`src/rtl/mem_port_arbiter.sv`:
```
// Two-requester arbiter sharing the data port of the word-addressed memory.
// Define MEM_ARB_ROUND_ROBIN_EN for round-robin tie-breaking (default: requester 0 wins ties).
module mem_port_arbiter #(
    parameter int WIDTH = 16
) (
    input  logic             clk,
    input  logic             rst,
    input  logic             req0,
    input  logic             req1,
    input  logic             we0,
    input  logic             we1,
    input  logic [WIDTH-1:0] addr0,
    input  logic [WIDTH-1:0] addr1,
    input  logic [WIDTH-1:0] wdata0,
    input  logic [WIDTH-1:0] wdata1,
    output logic             ack0,
    output logic             ack1,
    output logic [WIDTH-1:0] rdata0,
    output logic [WIDTH-1:0] rdata1,
    output logic [WIDTH-1:0] mem_addr,
    output logic [WIDTH-1:0] mem_wdata,
    output logic             mem_save,
    input  logic [WIDTH-1:0] mem_rdata,
    output logic             busy
);

    typedef enum logic [1:0] {
        ST_IDLE   = 2'd0,
        ST_ACCESS = 2'd1,
        ST_RESP   = 2'd2
    } state_t;

    state_t           state_r;
    state_t           state_next_s;
    logic             grant_id_s;
    logic             load_cmd_s;
    logic             cmd_id_r;
    logic             cmd_id_d_s;
    logic             cmd_we_r;
    logic             cmd_we_d_s;
    logic [WIDTH-1:0] cmd_addr_r;
    logic [WIDTH-1:0] cmd_addr_d_s;
    logic [WIDTH-1:0] cmd_wdata_r;
    logic [WIDTH-1:0] cmd_wdata_d_s;
    logic             ack0_r;
    logic             ack1_r;
    logic             busy_r;
    logic             mem_save_r;
    logic [WIDTH-1:0] rdata0_r;
    logic [WIDTH-1:0] rdata1_r;
    logic             unused_addr_lsb_s;
`ifdef MEM_ARB_ROUND_ROBIN_EN
    logic             last_winner_r;
`endif

    // Winner selection when the sequencer samples requests
    always_comb begin
        grant_id_s = 1'b0;
        if (req0 && req1) begin
`ifdef MEM_ARB_ROUND_ROBIN_EN
            grant_id_s = ~last_winner_r;
`else
            grant_id_s = 1'b0;
`endif
        end else if (req1) begin
            grant_id_s = 1'b1;
        end else begin
            grant_id_s = 1'b0;
        end
    end

    // Sequencer next-state logic
    always_comb begin
        state_next_s = state_r;
        load_cmd_s   = 1'b0;
        case (state_r)
            ST_IDLE: begin
                if (req0 || req1) begin
                    load_cmd_s   = 1'b1;
                    state_next_s = ST_ACCESS;
                end else begin
                    state_next_s = ST_IDLE;
                end
            end
            ST_ACCESS: state_next_s = ST_RESP;
            ST_RESP:   state_next_s = ST_IDLE;
            default:   state_next_s = ST_IDLE;
        endcase
    end

    // Command register input mux: capture the winner, otherwise hold
    always_comb begin
        cmd_id_d_s    = cmd_id_r;
        cmd_we_d_s    = cmd_we_r;
        cmd_addr_d_s  = cmd_addr_r;
        cmd_wdata_d_s = cmd_wdata_r;
        if (load_cmd_s) begin
            cmd_id_d_s    = grant_id_s;
            cmd_we_d_s    = grant_id_s ? we1    : we0;
            cmd_addr_d_s  = grant_id_s ? addr1  : addr0;
            cmd_wdata_d_s = grant_id_s ? wdata1 : wdata0;
        end else begin
            cmd_id_d_s    = cmd_id_r;
            cmd_we_d_s    = cmd_we_r;
            cmd_addr_d_s  = cmd_addr_r;
            cmd_wdata_d_s = cmd_wdata_r;
        end
    end

    // State, command, strobe and read-data registers
    always_ff @(posedge clk) begin
        if (rst) begin
            state_r     <= ST_IDLE;
            cmd_id_r    <= 1'b0;
            cmd_we_r    <= 1'b0;
            cmd_addr_r  <= {WIDTH{1'b0}};
            cmd_wdata_r <= {WIDTH{1'b0}};
            ack0_r      <= 1'b0;
            ack1_r      <= 1'b0;
            busy_r      <= 1'b0;
            mem_save_r  <= 1'b0;
            rdata0_r    <= {WIDTH{1'b0}};
            rdata1_r    <= {WIDTH{1'b0}};
        end else begin
            state_r     <= state_next_s;
            cmd_id_r    <= cmd_id_d_s;
            cmd_we_r    <= cmd_we_d_s;
            cmd_addr_r  <= cmd_addr_d_s;
            cmd_wdata_r <= cmd_wdata_d_s;
            // Outputs are registered from the state being entered so they line up with it
            ack0_r      <= (state_next_s == ST_RESP) && !cmd_id_r;
            ack1_r      <= (state_next_s == ST_RESP) && cmd_id_r;
            busy_r      <= (state_next_s != ST_IDLE);
            mem_save_r  <= (state_next_s == ST_ACCESS) && cmd_we_d_s;
            if ((state_r == ST_RESP) && !cmd_we_r && !cmd_id_r) begin
                rdata0_r <= mem_rdata;
            end
            if ((state_r == ST_RESP) && !cmd_we_r && cmd_id_r) begin
                rdata1_r <= mem_rdata;
            end
        end
    end

`ifdef MEM_ARB_ROUND_ROBIN_EN
    // Last-winner tracking; reset value 1 makes requester 0 win the first tie
    always_ff @(posedge clk) begin
        if (rst) begin
            last_winner_r <= 1'b1;
        end else if (load_cmd_s) begin
            last_winner_r <= grant_id_s;
        end else begin
            last_winner_r <= last_winner_r;
        end
    end
`endif

    // Memory is word addressed, so the byte-address LSB is dropped
    assign unused_addr_lsb_s = cmd_addr_r[0];
    assign mem_addr          = {1'b0, cmd_addr_r[WIDTH-1:1]};
    assign mem_wdata         = cmd_wdata_r;
    assign mem_save          = mem_save_r;
    assign ack0              = ack0_r;
    assign ack1              = ack1_r;
    assign busy              = busy_r;
    assign rdata0            = rdata0_r;
    assign rdata1            = rdata1_r;

endmodule

```
`config.mk`:
```
export PLATFORM = sky130hd
export DESIGN_NAME = mem_port_arbiter
export DESIGN_NICKNAME = d
export VERILOG_FILES = /design/src/rtl/mem_port_arbiter.sv
export SDC_FILE = /design/constraint.sdc
export NUM_CORES = 1
export LEC_CHECK = 0
export BUFFER_PORTS_ARGS = -buffer_cell sky130_fd_sc_hd__buf_2
export CORE_MARGIN = 2
export CORE_UTILIZATION = 30
export CTS_CLUSTER_DIAMETER = 80
export DETAILED_ROUTE_END_ITERATION = 12
export PLACE_DENSITY = 0.55
export SYNTH_ARGS = -nofsm -noshare
export SYNTH_HDL_FRONTEND = slang
export SYNTH_SLANG_ARGS = --single-unit
```
`constraint.sdc`:
```
create_clock -name clk -period 1.8 [get_ports clk]
set_input_delay 0.09 -clock clk [delete_from_list [all_inputs] [get_ports clk]]
set_output_delay 0.09 -clock clk [all_outputs]
set_load 0.01 [all_outputs]
```
==> results of run 1 <==
## worst max-delay path, stage by stage
cell           delay (ns)
dlygate4sd3_1        0.52
buf_2                0.13
nand2b_1             0.50
buf_4                0.27
nand2_1              0.08
a311oi_2             0.22
## area by class of cell
type | instances | area share [%]
multi-input cells | 242 | 33.1
repair buffers | 180 | 24.5
well taps | 133 | 3.89
diodes | 1 | 0.0584
flip-flops and latches | 71 | 33.2
clock inverters | 3 | 1.52
clock buffers | 13 | 3.71
inverters | 1 | 0.0877
## through the flow
step | std cells | worst slack [ns] | total power, mW | area, sq um | utilization [%]
floorplan | 348 | 0.421 | 2.19 | 3020 | -
global placement | 608 | 0.158 | 2.44 | 3860 | 39.5
detailed placement | 608 | 0.117 | 2.45 | 3860 | 39.5
CTS | 643 | 0.0841 | 3.94 | 4280 | 43.8
global route | 643 | 0.0426 | 4.08 | 4280 | 43.8
finish | 644 | 0.221 | 3.88 | 4280 | 43.8
## power by group
part | internal, mW | total (mW) | switching (mW)
combinational | 0.318 | 0.702 | 0.384
clock | 0.856 | 1.44 | 0.580
sequential | 1.68 | 1.74 | 0.0633
## sequential cells by signal, indices dropped and copies added (netlist names)
name / count
ack1: 1
mem_wdata: 16
busy: 1
cmd_we_r: 1
mem_save: 1
rdata0: 16
rdata1: 16
ack0: 1
cmd_addr_r: 15
cmd_id_r: 1
state_r: 2
## how the worst max path moves through the flow
stage | from | to | slack (ns)
floorplan | cmd_id_r$_SDFFE_PP0P_ | rdata0[10]$_SDFFE_PP0P_ | 0.42
global placement | state_r[0]$_SDFF_PP0_ | mem_wdata[14]$_SDFFE_PP0P_ | 0.16
detailed placement | state_r[0]$_SDFF_PP0_ | mem_wdata[3]$_SDFFE_PP0P_ | 0.12
CTS | req0 | mem_wdata[3]$_SDFFE_PP0P_ | 0.08
global route | req0 | cmd_addr_r[4]$_SDFFE_PP0P_ | 0.04
finish | req0 | mem_wdata[9]$_SDFFE_PP0P_ | 0.22
## Yosys cell counts
cell,count
a211oi_1,1
a211oi_2,1
a21oi_1,65
a311oi_1,2
a311oi_2,29
and2_1,2
and4bb_2,1
buf_2,8
buf_4,1
buf_6,5
clkbuf_1,19
clkbuf_2,1
conb_1,1
dfxtp_1,71
inv_1,1
mux2i_1,1
nand2_1,127
nand2b_1,1
nand4bb_1,1
nor2_1,2
nor2_2,1
nor2b_1,1
nor3_1,1
nor4b_4,1
o21ai_0,1
or2_0,1
or3b_2,1
or4b_1,1
## cell families (layout without fill, tap and decap cells)
| kind of cell | Yosys count | in the layout | share of synthesized area (%) |
|---|---|---|---|
| muxes | 1 | 1 | 0.332 |
| other | 1 | 2 | 0.124 |
| and+or+nand+nor | 141 | 141 | 19.7 |
| DFF | 71 | 71 | 47.1 |
| AOI/OAI and AO/OA | 99 | 99 | 26.6 |
| buffers and inverters | 35 | 197 | 6.10 |
## repair_timing
item                                   in CTS  in global routing
buffers inserted                            0                  0
endpoints found under the hold margin      32                  0
gates resized for setup                     0                  1
setup endpoints to repair                   0                 30
hold buffers                               19                  0
## metal layers
metal	share of wire, %	vias up
li1	-	1505
met3	7.5	8
met5	0	-
met1	46	1330
met4	1.2	0
met2	45	118
==> qor.yml, run 1 <==
wirelength_um: 8620
gp_congestion: 0.730
synth_nets: 434
top_usage_layer: "met2"
use_met1_pct: 19.5
avgRoutedWirePerCell_um: 13.4
synth_top_area_share_pct: 47.1
ff2ff_setup_slack_ns: 0.37
ys_warn_count: 0
worst_pin_slew_ns: 0.610
cts_max_path_buffers: 2
r2r_start: "cmd_id_r$_SDFFE_PP0P_"
fp.coreArea_sq_um: 9770
path_max_fanout: 13
dp_hpwl_um: 5770
post-route-period-util_pct: 87.7
cts_sinks: 71
final_nets: 591
syn_inst: 348
finClkSkew_ns: 0.00954
worstReg2RegEnd: "rdata0[11]$_SDFFE_PP0P_"
overflow: 0
fill_cells: 1002
grt_pass1_vias: 2991
yosysSeqAreaShare_pct: 47.1
synth_cell_types: 28
cp.arrival_ns: 1.83
drv_cap: 0
syn_avg_cell_area_sq_um: 8.66
power.static_leakage_nw: 1.89
cts_tree: "yes"
avgViaCountPerCell: 4.60
period_minus_slack_ns: 1.58
ant_nets: 0
grt_max_degree: 69
portBuffers: 150
status: "completed"
yosysTopAreaCell: "dfxtp_1"
slew_viol_final: 0
row_count: 36
hp-class: "in2reg"
die_x_um: 104
setup_viol: 0
critPathCaptureType: "flop"
whs_path_depth: 3
layout_commonest_cell: "buf_2"
p_per_area_nw_per_um2: 906
peakVddDrop_mv: 0.352
route.detailed.drc: 0
area_growth_syn_to_layout_pct: 42.0
die_area_sq_um: 10900
syn_area_sq_um: 3020
hold_ws_ns: 0.0143
reg2reg_depth: 4
cts_buffers: 9
register_area_sq_um: 1420
relSlewSlack_pct: 59.3
drt-initial-drc-count: 97
synth_area_leaders: "dfxtp_1 47%, nand2_1 16%, a311oi_2 14%"
worstHoldEndpoint: "rdata0[11]$_SDFFE_PP0P_"
multi_input_area_sq_um: 1420
crit_required_ns: 2.05
cp-start-kind: "primary input"
grt_util_met2_pct: 27.2
dr_total_vias: 2961
use_met3_pct: 4.70
clk_latency_ns: 0.34
dr.pass1.iters: 4
start_util_pct: 30.8
gr-usage-all-layers_pct: 16.1
hp-start: "mem_rdata[11]"
antenna_found_initial: 1
drive_gt1_share_pct: 41.4
final_cell_mix: "150 x buf_2, 127 x nand2_1, 71 x dfxtp_1"
die_h_um: 104
synth_seq_cells: 71
cts-root-buf: "clkbuf_8"
cts.clk_slew.worst_paths_ns: 0.07
grt_pass1_wl_um: 14200
crit_type: "in2reg"
hold_viol_final: 0
rsz0062_at_grt: "false"
htreeDepth: 3
finalSetupTns_ns: 0
ios: 154
fmax_mhz: 633
(Power assumes the default switching activity.)
==> run 2: changes to the inputs <==
- clock period: 1.8 -> 1.9 ns (I/O delays scaled with it)
==> qor.yml, run 2 (synthesis results as in run 1) <==
status: "completed"  # unchanged
grt_pass1_vias: 3046  # was 2,991
dr.pass1.iters: 4  # unchanged
crit_type: "in2reg"  # unchanged
avgViaCountPerCell: 4.68  # was 4.60
cts_max_path_buffers: 2  # unchanged
path_max_fanout: 32  # was 13
final_nets: 588  # was 591
grt_max_degree: 69  # unchanged
die_x_um: 104  # unchanged
route.detailed.drc: 0  # unchanged
switching_share_pct: 27.0  # was 26.5%
power.static_leakage_nw: 1.89  # about the same
crit_required_ns: 2.07  # was 2.05 ns
drt-initial-drc-count: 87  # was 97
fmax_mhz: 584
cts.clk_slew.worst_paths_ns: 0.08  # was 0.07 ns
reg2reg_depth: 3  # was 4
clk_latency_ns: 0.34  # about the same
post-route-period-util_pct: 90.1
avgRoutedWirePerCell_um: 13.6  # was 13.4 um
layout_commonest_cell: "buf_2"  # unchanged
post_cts.repair.setup_buffers: 0  # unchanged
cts_buffers: 9  # unchanged
whs_path_depth: 3  # unchanged
antenna_found_initial: 1  # unchanged
clkPwrFrac_pct: 39.0  # was 37.0%
hp-start: "wdata0[8]"  # was mem_rdata[11]
cp-start-kind: "primary input"  # unchanged
setup_viol: 0  # unchanged
ios: 154  # unchanged
gr-usage-all-layers_pct: 16.5  # was 16.1%
cts_tree: "yes"  # unchanged
dp.cells: 606  # was 608
share_comb_of_total_power_pct: 17.5  # was 18.1%
ant_nets: 0  # unchanged
row_count: 36  # unchanged
final_cell_mix: "150 x buf_2, 127 x nand2_1, 71 x dfxtp_1"  # unchanged
seqPwrFrac_pct: 43.5  # was 44.9%
cp.arrival_ns: 1.88  # was 1.83 ns
rsz0062_at_grt: "false"  # unchanged
overflow: 0  # unchanged
worst_pin_slew_ns: 0.951  # was 0.610 ns
finClkSkew_ns: 0.00775  # was 0.00954 ns
area_growth_syn_to_layout_pct: 41.8  # was 42.0%
p_int_mw: 2.76  # was 2.85 mW
dp_hpwl_um: 5720  # was 5770 um
period_minus_slack_ns: 1.71
cts_sinks: 71  # unchanged
ff2ff_setup_slack_ns: 0.22  # was 0.37 ns
start_util_pct: 30.8  # unchanged
drive_gt1_share_pct: 41.6  # was 41.4%
worstReg2RegEnd: "cmd_addr_r[10]$_SDFFE_PP0P_"  # was rdata0[11]$_SDFFE_PP0P_
htreeDepth: 3  # unchanged
cts-root-buf: "clkbuf_8"  # unchanged
gp_congestion: 0.726  # was 0.730
fin_total_pwr_mw: 3.79  # was 3.88 mW
die_area_sq_um: 10900  # unchanged
hold_viol_final: 0  # unchanged
r2r_start: "state_r[1]$_SDFF_PP0_"  # was cmd_id_r$_SDFFE_PP0P_
peakVddDrop_mv: 0.393  # was 0.352 mV
fp.coreArea_sq_um: 9770  # unchanged
final_cells: 641  # was 644
switchingPower_mw: 1.02  # was 1.03 mW
wirelength_um: 8690  # was 8620 um
finalSetupTns_ns: 0  # unchanged
critPathCaptureType: "flop"  # unchanged
p_per_area_nw_per_um2: 885  # was 906 nW/um^2
hp-class: "in2reg"  # unchanged
worstHoldEndpoint: "mem_wdata[8]$_SDFFE_PP0P_"  # was rdata0[11]$_SDFFE_PP0P_
relSlewSlack_pct: 36.6  # was 59.3%
grt_pass1_wl_um: 14700  # was 14,200 um
die_h_um: 104  # unchanged
drv_cap: 0  # unchanged
portBuffers: 150  # unchanged
slew_viol_final: 0  # unchanged
dr_total_vias: 3000  # was 2,961
-- run 2: layout make-up --
cell class,instances,area (sq um)
inverters,1,3.75
diodes,1,2.50
clock buffers,9,124
well taps,133,166
multi-input cells,242,1410
flip-flops and latches,71,1420
fillers,991,5500
repair buffers,177,1020
clock inverters,7,121
-- run 2: worst max path at each step --
stage | end | slack (ns) | cells past startpoint | from
floorplan | rdata0[10]$_SDFFE_PP0P_ | 0.52 | 5 | cmd_id_r$_SDFFE_PP0P_
global placement | mem_wdata[12]$_SDFFE_PP0P_ | 0.25 | 3 | state_r[1]$_SDFF_PP0_
detailed placement | cmd_addr_r[14]$_SDFFE_PP0P_ | 0.21 | 3 | state_r[0]$_SDFF_PP0_
CTS | cmd_addr_r[10]$_SDFFE_PP0P_ | 0.18 | 3 | state_r[1]$_SDFF_PP0_
global route | cmd_addr_r[12]$_SDFFE_PP0P_ | 0.04 | 5 | req0
finish | cmd_addr_r[10]$_SDFFE_PP0P_ | 0.19 | 5 | req0
-- run 2: worst max-delay path: stages --
cell and delay, ns:
dlygate4sd3_1 0.53, buf_2 0.13, or2_1 0.12, and2_2 0.78, a311oi_2 0.21
-- run 2: layer usage --
metal  up-vias  global-route usage (%)  share of wire [%]
met2       112                    27.4                 47
met5         -                       0                  0
li1       1496                       -                  -
met3         4                    5.39                7.1
met1      1388                    20.1                 45
met4         0                    5.12               0.45
-- run 2: timing repair --
| action | 4_1_cts | 5_1_grt |
|---|---|---|
| hold buffers | 18 | 0 |
| setup endpoints to repair | 0 | 0 |
| endpoints found under the hold margin | 34 | 0 |
| resized for setup | 0 | 0 |
-- run 2: metrics by stage --
stage / util [%] / setup slack [ns] / hold WS (ns) / area [sq um]
finish: 43.8 / 0.189 / 0.0191 / 4280
global route: 43.7 / 0.0352 / 0.00833 / 4270
CTS: 43.7 / 0.178 / 0.00107 / 4270
detailed placement: 39.4 / 0.207 / 0.329 / 3850
global placement: 39.4 / 0.248 / 0.324 / 3850
floorplan: - / 0.521 / 0.192 / 3020
-- run 2: power by group through the flow --
stage               logic (mW)  registers [mW]  clock network [mW]
floorplan                0.357            1.72                   0
global placement         0.636            1.68                   0
detailed placement       0.642            1.68                   0
CTS                      0.671            1.65                1.52
global route             0.733            1.66                1.58
finish                   0.662            1.65                1.48
